`src/rtl/popcount_pkg.sv`:
```
// Shared constants, FSM state type and parameter-width helper for the
// 3-bit popcount frame accumulator.
package popcount_pkg;

  localparam int DIN_W = 3;
  localparam int PC_W  = 2;

  typedef enum logic {
    IDLE  = 1'b0,
    ACCUM = 1'b1
  } state_e;

  // True when a w-bit unsigned field can hold every value 0..max_val.
  function automatic bit width_ok(input int w, input int max_val);
    return w >= $clog2(max_val + 1);
  endfunction

endpackage

```
`src/rtl/popcount3.sv`:
```
// Combinational population count of a 3-bit word (result 0..3).
module popcount3
  import popcount_pkg::*;
(
  input  logic [DIN_W-1:0] din,
  output logic [PC_W-1:0]  dout
);

  assign dout = PC_W'(din[0]) + PC_W'(din[1]) + PC_W'(din[2]);

endmodule

```
`src/rtl/popcount3_frame_accum.sv`:
```
// Accumulates popcounts of a valid/ready word stream over frames of
// FRAME_LEN words (or fewer on in_last) and emits one registered total per frame.
module popcount3_frame_accum
  import popcount_pkg::*;
#(
  parameter int FRAME_LEN = 8,
  parameter int SUM_W     = 5,
  parameter int CNT_W     = 4
) (
  input  logic             clk,
  input  logic             areset_n,
  input  logic             in_valid,
  output logic             in_ready,
  input  logic [DIN_W-1:0] din,
  input  logic             in_last,
  output logic             out_valid,
  input  logic             out_ready,
  output logic [SUM_W-1:0] out_sum,
  output logic [CNT_W-1:0] out_words,
  output logic             out_short
);

  if (FRAME_LEN < 1 || FRAME_LEN > 255) begin : g_frame_len_chk
    $error("FRAME_LEN must be in 1..255");
  end
  if (!width_ok(SUM_W, 3 * FRAME_LEN)) begin : g_sum_w_chk
    $error("SUM_W too narrow for 3*FRAME_LEN");
  end
  if (!width_ok(CNT_W, FRAME_LEN)) begin : g_cnt_w_chk
    $error("CNT_W too narrow for FRAME_LEN");
  end

  state_e            state, state_next;
  logic [SUM_W-1:0]  acc;
  logic [CNT_W-1:0]  cnt;
  logic [PC_W-1:0]   pc;
  logic [SUM_W-1:0]  acc_cur;
  logic [SUM_W-1:0]  acc_sum;
  logic [CNT_W-1:0]  cnt_inc;
  logic              accept;
  logic              close;

  popcount3 u_popcount3 (
    .din  (din),
    .dout (pc)
  );

  // A pending result that is being taken this cycle frees the stage immediately.
  assign in_ready = areset_n && (!out_valid || out_ready);
  assign accept   = in_valid && in_ready;
  assign close    = (cnt == CNT_W'(FRAME_LEN - 1)) || in_last;
  assign acc_cur  = (state == IDLE) ? '0 : acc;
  assign acc_sum  = acc_cur + SUM_W'(pc);
  assign cnt_inc  = cnt + CNT_W'(1);

  always_ff @(posedge clk or negedge areset_n) begin
    if (!areset_n) begin
      state <= IDLE;
    end else begin
      state <= state_next;
    end
  end

  always_comb begin
    state_next = state;
    if (accept) begin
      state_next = close ? IDLE : ACCUM;
    end
  end

  always_ff @(posedge clk or negedge areset_n) begin
    if (!areset_n) begin
      acc <= '0;
      cnt <= '0;
    end else if (accept) begin
      if (close) begin
        acc <= '0;
        cnt <= '0;
      end else begin
        acc <= acc_sum;
        cnt <= cnt_inc;
      end
    end
  end

  // A new close while the old result is being taken reloads without a bubble.
  always_ff @(posedge clk or negedge areset_n) begin
    if (!areset_n) begin
      out_valid <= 1'b0;
      out_sum   <= '0;
      out_words <= '0;
      out_short <= 1'b0;
    end else if (accept && close) begin
      out_valid <= 1'b1;
      out_sum   <= acc_sum;
      out_words <= cnt_inc;
      out_short <= (cnt_inc < CNT_W'(FRAME_LEN));
    end else if (out_ready) begin
      out_valid <= 1'b0;
    end
  end

endmodule

```
`config.mk`:
```
export PLATFORM = sky130hd
export DESIGN_NAME = popcount3_frame_accum
export DESIGN_NICKNAME = d
export VERILOG_FILES = /design/src/rtl/popcount_pkg.sv /design/src/rtl/popcount3.sv /design/src/rtl/popcount3_frame_accum.sv
export SDC_FILE = /design/constraint.sdc
export NUM_CORES = 1
export LEC_CHECK = 0
export ABC_AREA = 1
export BUFFER_PORTS_ARGS = -buffer_cell sky130_fd_sc_hd__buf_2
export CAP_MARGIN = 10
export CORE_MARGIN = 2
export CORE_UTILIZATION = 45
export DETAILED_ROUTE_END_ITERATION = 8
export PLACE_DENSITY = 0.76
export SYNTH_ARGS = -nofsm -noshare
export SYNTH_HDL_FRONTEND = slang
export SYNTH_HIERARCHICAL = 1
export SYNTH_SLANG_ARGS = --single-unit
```
`constraint.sdc`:
```
create_clock -name clk -period 4.9 [get_ports clk]
set_input_delay 0.245 -clock clk [delete_from_list [all_inputs] [get_ports clk]]
set_output_delay 0.245 -clock clk [all_outputs]
set_load 0.005 [all_outputs]
```
# Yosys cells after proc, flatten, opt, wreduce, memory -nomap -nowiden

Cells that the tools add are included.

Register bits after elaboration: 21
Input port bits: 8
Output and inout port bits: 12
Word-level logic and storage cells: 26

$add $sub $neg: 4
$lt $le $gt $ge: 1
Eq/ne operators: 1
Multiplexer cells: 6
Reduce and logical (&&, ||, !) cells: 7

Operators by type and width:

| operator              | number |
|---|---|
| $mux W5               | 2 |
| $add A5 B2 Y5         | 1 |
| $add A4 B1 Y4 const B | 1 |
| $eq A4 B3 Y1 const B  | 1 |
| $lt A4 B4 Y1 const B  | 1 |
| $mux W4               | 1 |
| $logic_and A1 B1 Y1   | 3 |
| $mux W1               | 3 |
| $add A1 B1 Y2         | 1 |
| $add A2 B1 Y2         | 1 |
| $logic_or A1 B1 Y1    | 2 |
| $reduce_bool A2 Y1    | 1 |
| $logic_not A1 Y1      | 1 |

# Logic depth before layout (Yosys ltp)

Word-level depth: 6
Depth in mapped cells: 10
Depth with buffers taken out: 10

# Cells and area by module

Netlist, hierarchy kept.

By module, submodules not included:

| module                | instances | cells an instance | area each (µm²) | seq. area each (µm²) |
|---|---|---|---|---|
| popcount3_frame_accum | 1         | 130               | 1,047.3         | 525.5 |
| popcount3             | 1         | 1                 | 20.0            | 0.0 |

# Least setup slack after synthesis

No wires, ideal clock.

Path type: input -> register
Start point: in din[0]
End point: reg out_sum[4]
Library setup time: 0.116 ns
Arrival: 1.646 ns
Required time: 4.784 ns
Slack: 3.137 ns
Stages: 9
Path buffers: 0
Path through: fa_1 ha_1 fa_1 nand2_1 nor2_1 nand2_1 nand2_1 nand2_1 nand2_1

Cells in the longest elaborated chain, start to end: 3

Ends and longest elaborated chain:

| what                 | RTL line                    | text |
|---|---|---|
| from (decl)          | popcount3_frame_accum.sv:14 | `input logic [DIN_W-1:0] din,` |
| $add A1 B1 Y2        | popcount3.sv:9              | `assign dout = PC_W'(din[0]) + PC_W'(din[1]) + PC_W'(din[2]);` |
| $add A2 B1 Y2        | popcount3.sv:9              |  |
| $add A5 B2 Y5        | popcount3_frame_accum.sv:53 | `assign acc_sum = acc_cur + SUM_W'(pc);` |
| to (signal assigned) | popcount3_frame_accum.sv:95 | `out_sum <= acc_sum;` |
| to (decl)            | popcount3_frame_accum.sv:18 | `output logic [SUM_W-1:0] out_sum,` |

Every way passes these cells.
A chain may end at the register's enable or synchronous reset.

# Final worst setup path

Start point: in areset_n
End point: reg out_short

Cells in the longest elaborated chain, start to end: 3

Ends and longest elaborated chain:

| what                 | RTL line                    | text |
|---|---|---|
| from (decl)          | popcount3_frame_accum.sv:11 | `input logic areset_n,` |
| $logic_and A1 B1 Y1  | popcount3_frame_accum.sv:49 | `assign in_ready = areset_n && (!out_valid \|\| out_ready);` |
| $logic_and A1 B1 Y1  | popcount3_frame_accum.sv:50 | `assign accept = in_valid && in_ready;` |
| $logic_and A1 B1 Y1  | popcount3_frame_accum.sv:93 | `end else if (accept && close) begin` |
| to (signal assigned) | popcount3_frame_accum.sv:97 | `out_short <= (cnt_inc < CNT_W'(FRAME_LEN));` |
| to (decl)            | popcount3_frame_accum.sv:20 | `output logic out_short` |

Every way passes these cells.

==> parameters.txt <==
Parameter                              Value

Status
  Result of the run ... finished, final reports clean

CTS
  CTS tree ... done
  TritonCTS buffer count ... 3
  Clock network latency to the later pin of the worst-skew pair ... between 300 and 400 ps
  Sink Count ... 21
  CTS clock-pin slew for the worst setup and hold paths ... ~120 ps
  Buffers inserted by post-CTS timing repair ... 0
  H-tree levels ... 1
  Clock root buffer master ... clkbuf_4
  CTS max path bufs ... 2

Setup path
  Type of the worst setup path ... in2reg
  Stage delay of the slowest cell on the critical path ... 520 ps
  Buffering stage count on the worst path with inverters included ... 3
  Arrival time at the worst endpoint ... ~2000 ps
  Required time at the endpoint of the critical path ... between 5000 and 6000 ps
  Delay-heaviest family, CP ... buffers and inverters
  Cell repeated most along the worst path ... nand2_1
  Crit path launch type ... input pin
  Peak fanout along the critical path ... 23
  Cells traversed along the worst timing path ... dlygate4sd3_1 -> buf_2 -> nand3_4 -> inv_1 -> nand2_1 -> nand2_1 -> nand2_1
  Critical-path top delay cell ... dlygate4sd3_1
  CP endpoint kind ... register
  FF-to-FF Start ... state$_DFFE_PN0P_
  Critical Path Source ... areset_n

Power
  Leakage power ... ~0.75 nW
  Fraction of power consumed by sequential logic ... roughly 57%
  Share of power burned in the clock network ... ~23%
  Net switching power of the design ... 0.000112 W
  Logic pwr share ... 20.3%
  Total power ... roughly 0.00037 W
  Power density over the cells ... a little over 300 nW/um^2
  Maximum vdd drop ... approximately 0.14 mV
  Internal power consumption ... 0.000260 W
  Fraction of power spent switching nets ... a little under a third

Detailed routing
  Routed length per instance ... approximately 10 um
  Total number of vias ... 871
  Post-detailed-route via-to-cell ratio ... 4.81
  DRC Markers ... 0
  Detailed Route Iter0 Violations ... 26
  Final WL ... between 1.5 and 2 mm
  Router iterations before antenna repair ... 4
  Antenna viol nets, final ... 0

STA
  Setup skew after layout ... between 5 and 6 ps
  RSZ-0062 raised after global routing ... no
  Min Clock Period, post-route ... 1780 ps
  Max-slew violations ... 0
  Max Freq ... approximately 560 MHz
  Accumulated negative setup slack ... 0 ps
  Transition time at the pin with the least slew margin ... 509 ps
  Fin. Hold Viols ... 0
  Fraction of the cycle the final worst path needs ... a little over a third
  Final setup fails ... 0
  Worst rel slew slack ... about two thirds

Synthesis
  Post-synth EDFFs ... 0
  Unique cell type count in the Yosys netlist ... 19
  Most frequent cells after synthesis ... nand2_1 (77), dfrtp_1 (21), inv_1 (11)
  Async S/R FF share, synth ... 100%
  Number of nets produced by synthesis ... 144
  Mapped Avg Cell Area ... between 8 and 9 sq um
  Count of synthesis-stage warnings from yosys ... 6
  Most instantiated flip-flop cell in the synthesis netlist ... dfrtp_1
  Top-count cell post-synth ... nand2_1
  Summed instance area of the synthesized netlist ... roughly 1100 sq um
  Register bit count reported by yosys ... 21
  Cell type with the highest aggregate area in the netlist ... dfrtp_1
  Syn Inst Count ... 131
  Post-synth top area share ... between 40% and 50%
  Synth top area cells ... dfrtp_1 (49%), nand2_1 (27%), inv_1 (3.9%)
  Share of the yosys chip area belonging to registers ... a little under 50%

Final layout
  Nets ... about 170
  Fraction of layout instances using a drive strength above 1 ... about 18%
  Number of inserted filler cells in the final layout ... 227
  Layout Area Growth over Synthesis ... 14.2%
  Final design utilization ... 54.6%
  # diodes ... 0
  Area used by sequential logic in the layout ... 526 sq um
  Multi-input gate area ... a little under 500 sq um

Die
  Overall die height ... between 50 and 60 um
  Horizontal die dimension ... ~53 um
  Total die area ... 2780 sq um
  Placeable Area ... 2230 sq um
  I/O pin count ... 20
  Count of standard-cell rows ... 17
  Starting density of the core ... roughly 48%

Placed design
  Routability Congestion ... about 0.75
  Number of buffer cells added on primary ports ... 19
  Detailed placer's ending HPWL ... roughly 1.4 mm

GRT
  Maximum number of pins on one net before global-route repair ... 24
  Number of antenna violations at the first check in global routing ... 0
  Via count of the first global-routing pass ... 861
  First-pass GRT wire length ... roughly 3.6 mm
  GRT Overall Usage ... around 18%
  Total global routing overflow ... 0

Flow run
  Max capacitance violation total ... 0

Worst hold path
  Tightest Hold Check Type ... in2reg
  Hold Crit Start ... in_last
[timing repair]
item                                   4_1_cts  5_1_grt
resized for setup                            0        0
endpoints found under the hold margin       21        0
hold buffers                                 1        0
[through the flow]
| stage | worst slack (ps) | hold slack, ps | instance area (sq um) | instances |
|---|---|---|---|---|
| 5_1_grt | 2870 | 238 | 1220 | 181 |
| 3_3_place_gp | 2980 | 247 | 1180 | 176 |
| 3_5_place_dp | 2920 | 252 | 1180 | 176 |
| 6_report | 3120 | 252 | 1220 | 181 |
| 4_1_cts | 3060 | 243 | 1220 | 181 |
| 2_1_floorplan | 3140 | -50.6 | 1070 | 131 |
[layout make-up]
class | count | share of cell area (%)
clock buffer | 3 | 1.85
timing repair buffer | 20 | 8.62
sequential | 21 | 43.1
multi-input combinational | 97 | 39.7
clock inverter | 1 | 0.411
inverter | 11 | 3.39
tap | 28 | 2.87
[layout by cell type, fill, tap and decap left out]
cell type	Yosys	layout
o21bai_4	1	1
nand3_4	1	1
o21bai_1	1	1
o21ai_0	1	1
fa_1	2	2
ha_1	3	3
nor2_1	3	3
nor2_4	1	1
xor2_1	1	1
clkinv_2	0	1
nand3_1	2	2
inv_1	11	11
nor2_2	1	1
nand2_2	1	1
nand2_1	77	77
dlygate4sd3_1	0	1
nand4_1	1	1
buf_2	1	19
xnor2_1	1	1
clkbuf_4	0	3
dfrtp_1	21	21
[power groups by stage]
stage / sequential, W / combinational [W] / clock, W
finish: 0.000212 / 0.0000756 / 0.0000838
global route: 0.000216 / 0.0000887 / 0.0000920
CTS: 0.000212 / 0.0000768 / 0.0000870
detailed placement: 0.000216 / 0.0000757 / 0
global placement: 0.000214 / 0.0000731 / 0
floorplan: 0.000215 / 0.0000432 / 0
[registers in the layout (all words and copies together) (netlist names)]
register and flops:
acc 5, out_sum 5, cnt 4, out_words 4
out_short 1, out_valid 1, state 1
[worst reg2reg max path, stage by stage (launching register included)]
cell and delay [ps]:
dfrtp_1 460, nand2_1 90, inv_1 40, ha_1 190
fa_1 410, xnor2_1 260, nand2_1 90, nand2_1 70
[cell families after synthesis]
group / share of synthesized area [%]
adders and majority gates: 7.27
and+or+nand+nor: 33.5
AOI/OAI and AO/OA: 2.93
buffers and inverters: 5.39
xor gates and xnor gates: 1.64
DFF: 49.2
[path summary, 6_finish.rpt]
path	endpoint	slack, ps	cells past startpoint
hold reg to reg	out_sum[0]$_DFFE_PN0P_	490	2
min in group asynchronous	cnt[0]$_DFFE_PN0P_	420	2
setup reg to reg	acc[2]$_DFFE_PN0P_	3230	7
setup / recovery	out_short$_DFFE_PN0P_	3120	7
max in group asynchronous	out_sum[1]$_DFFE_PN0P_	4130	2
hold / removal	state$_DFFE_PN0P_	250	3
[layer usage]
metal | share of wire, % | track usage, %
met5 | 0 | 0
met4 | 2.3 | 8.97
met3 | 4.0 | 2.57
met2 | 47 | 28.7
met1 | 47 | 23.5
No activity file was read; power rests on OpenSTA's default activity.
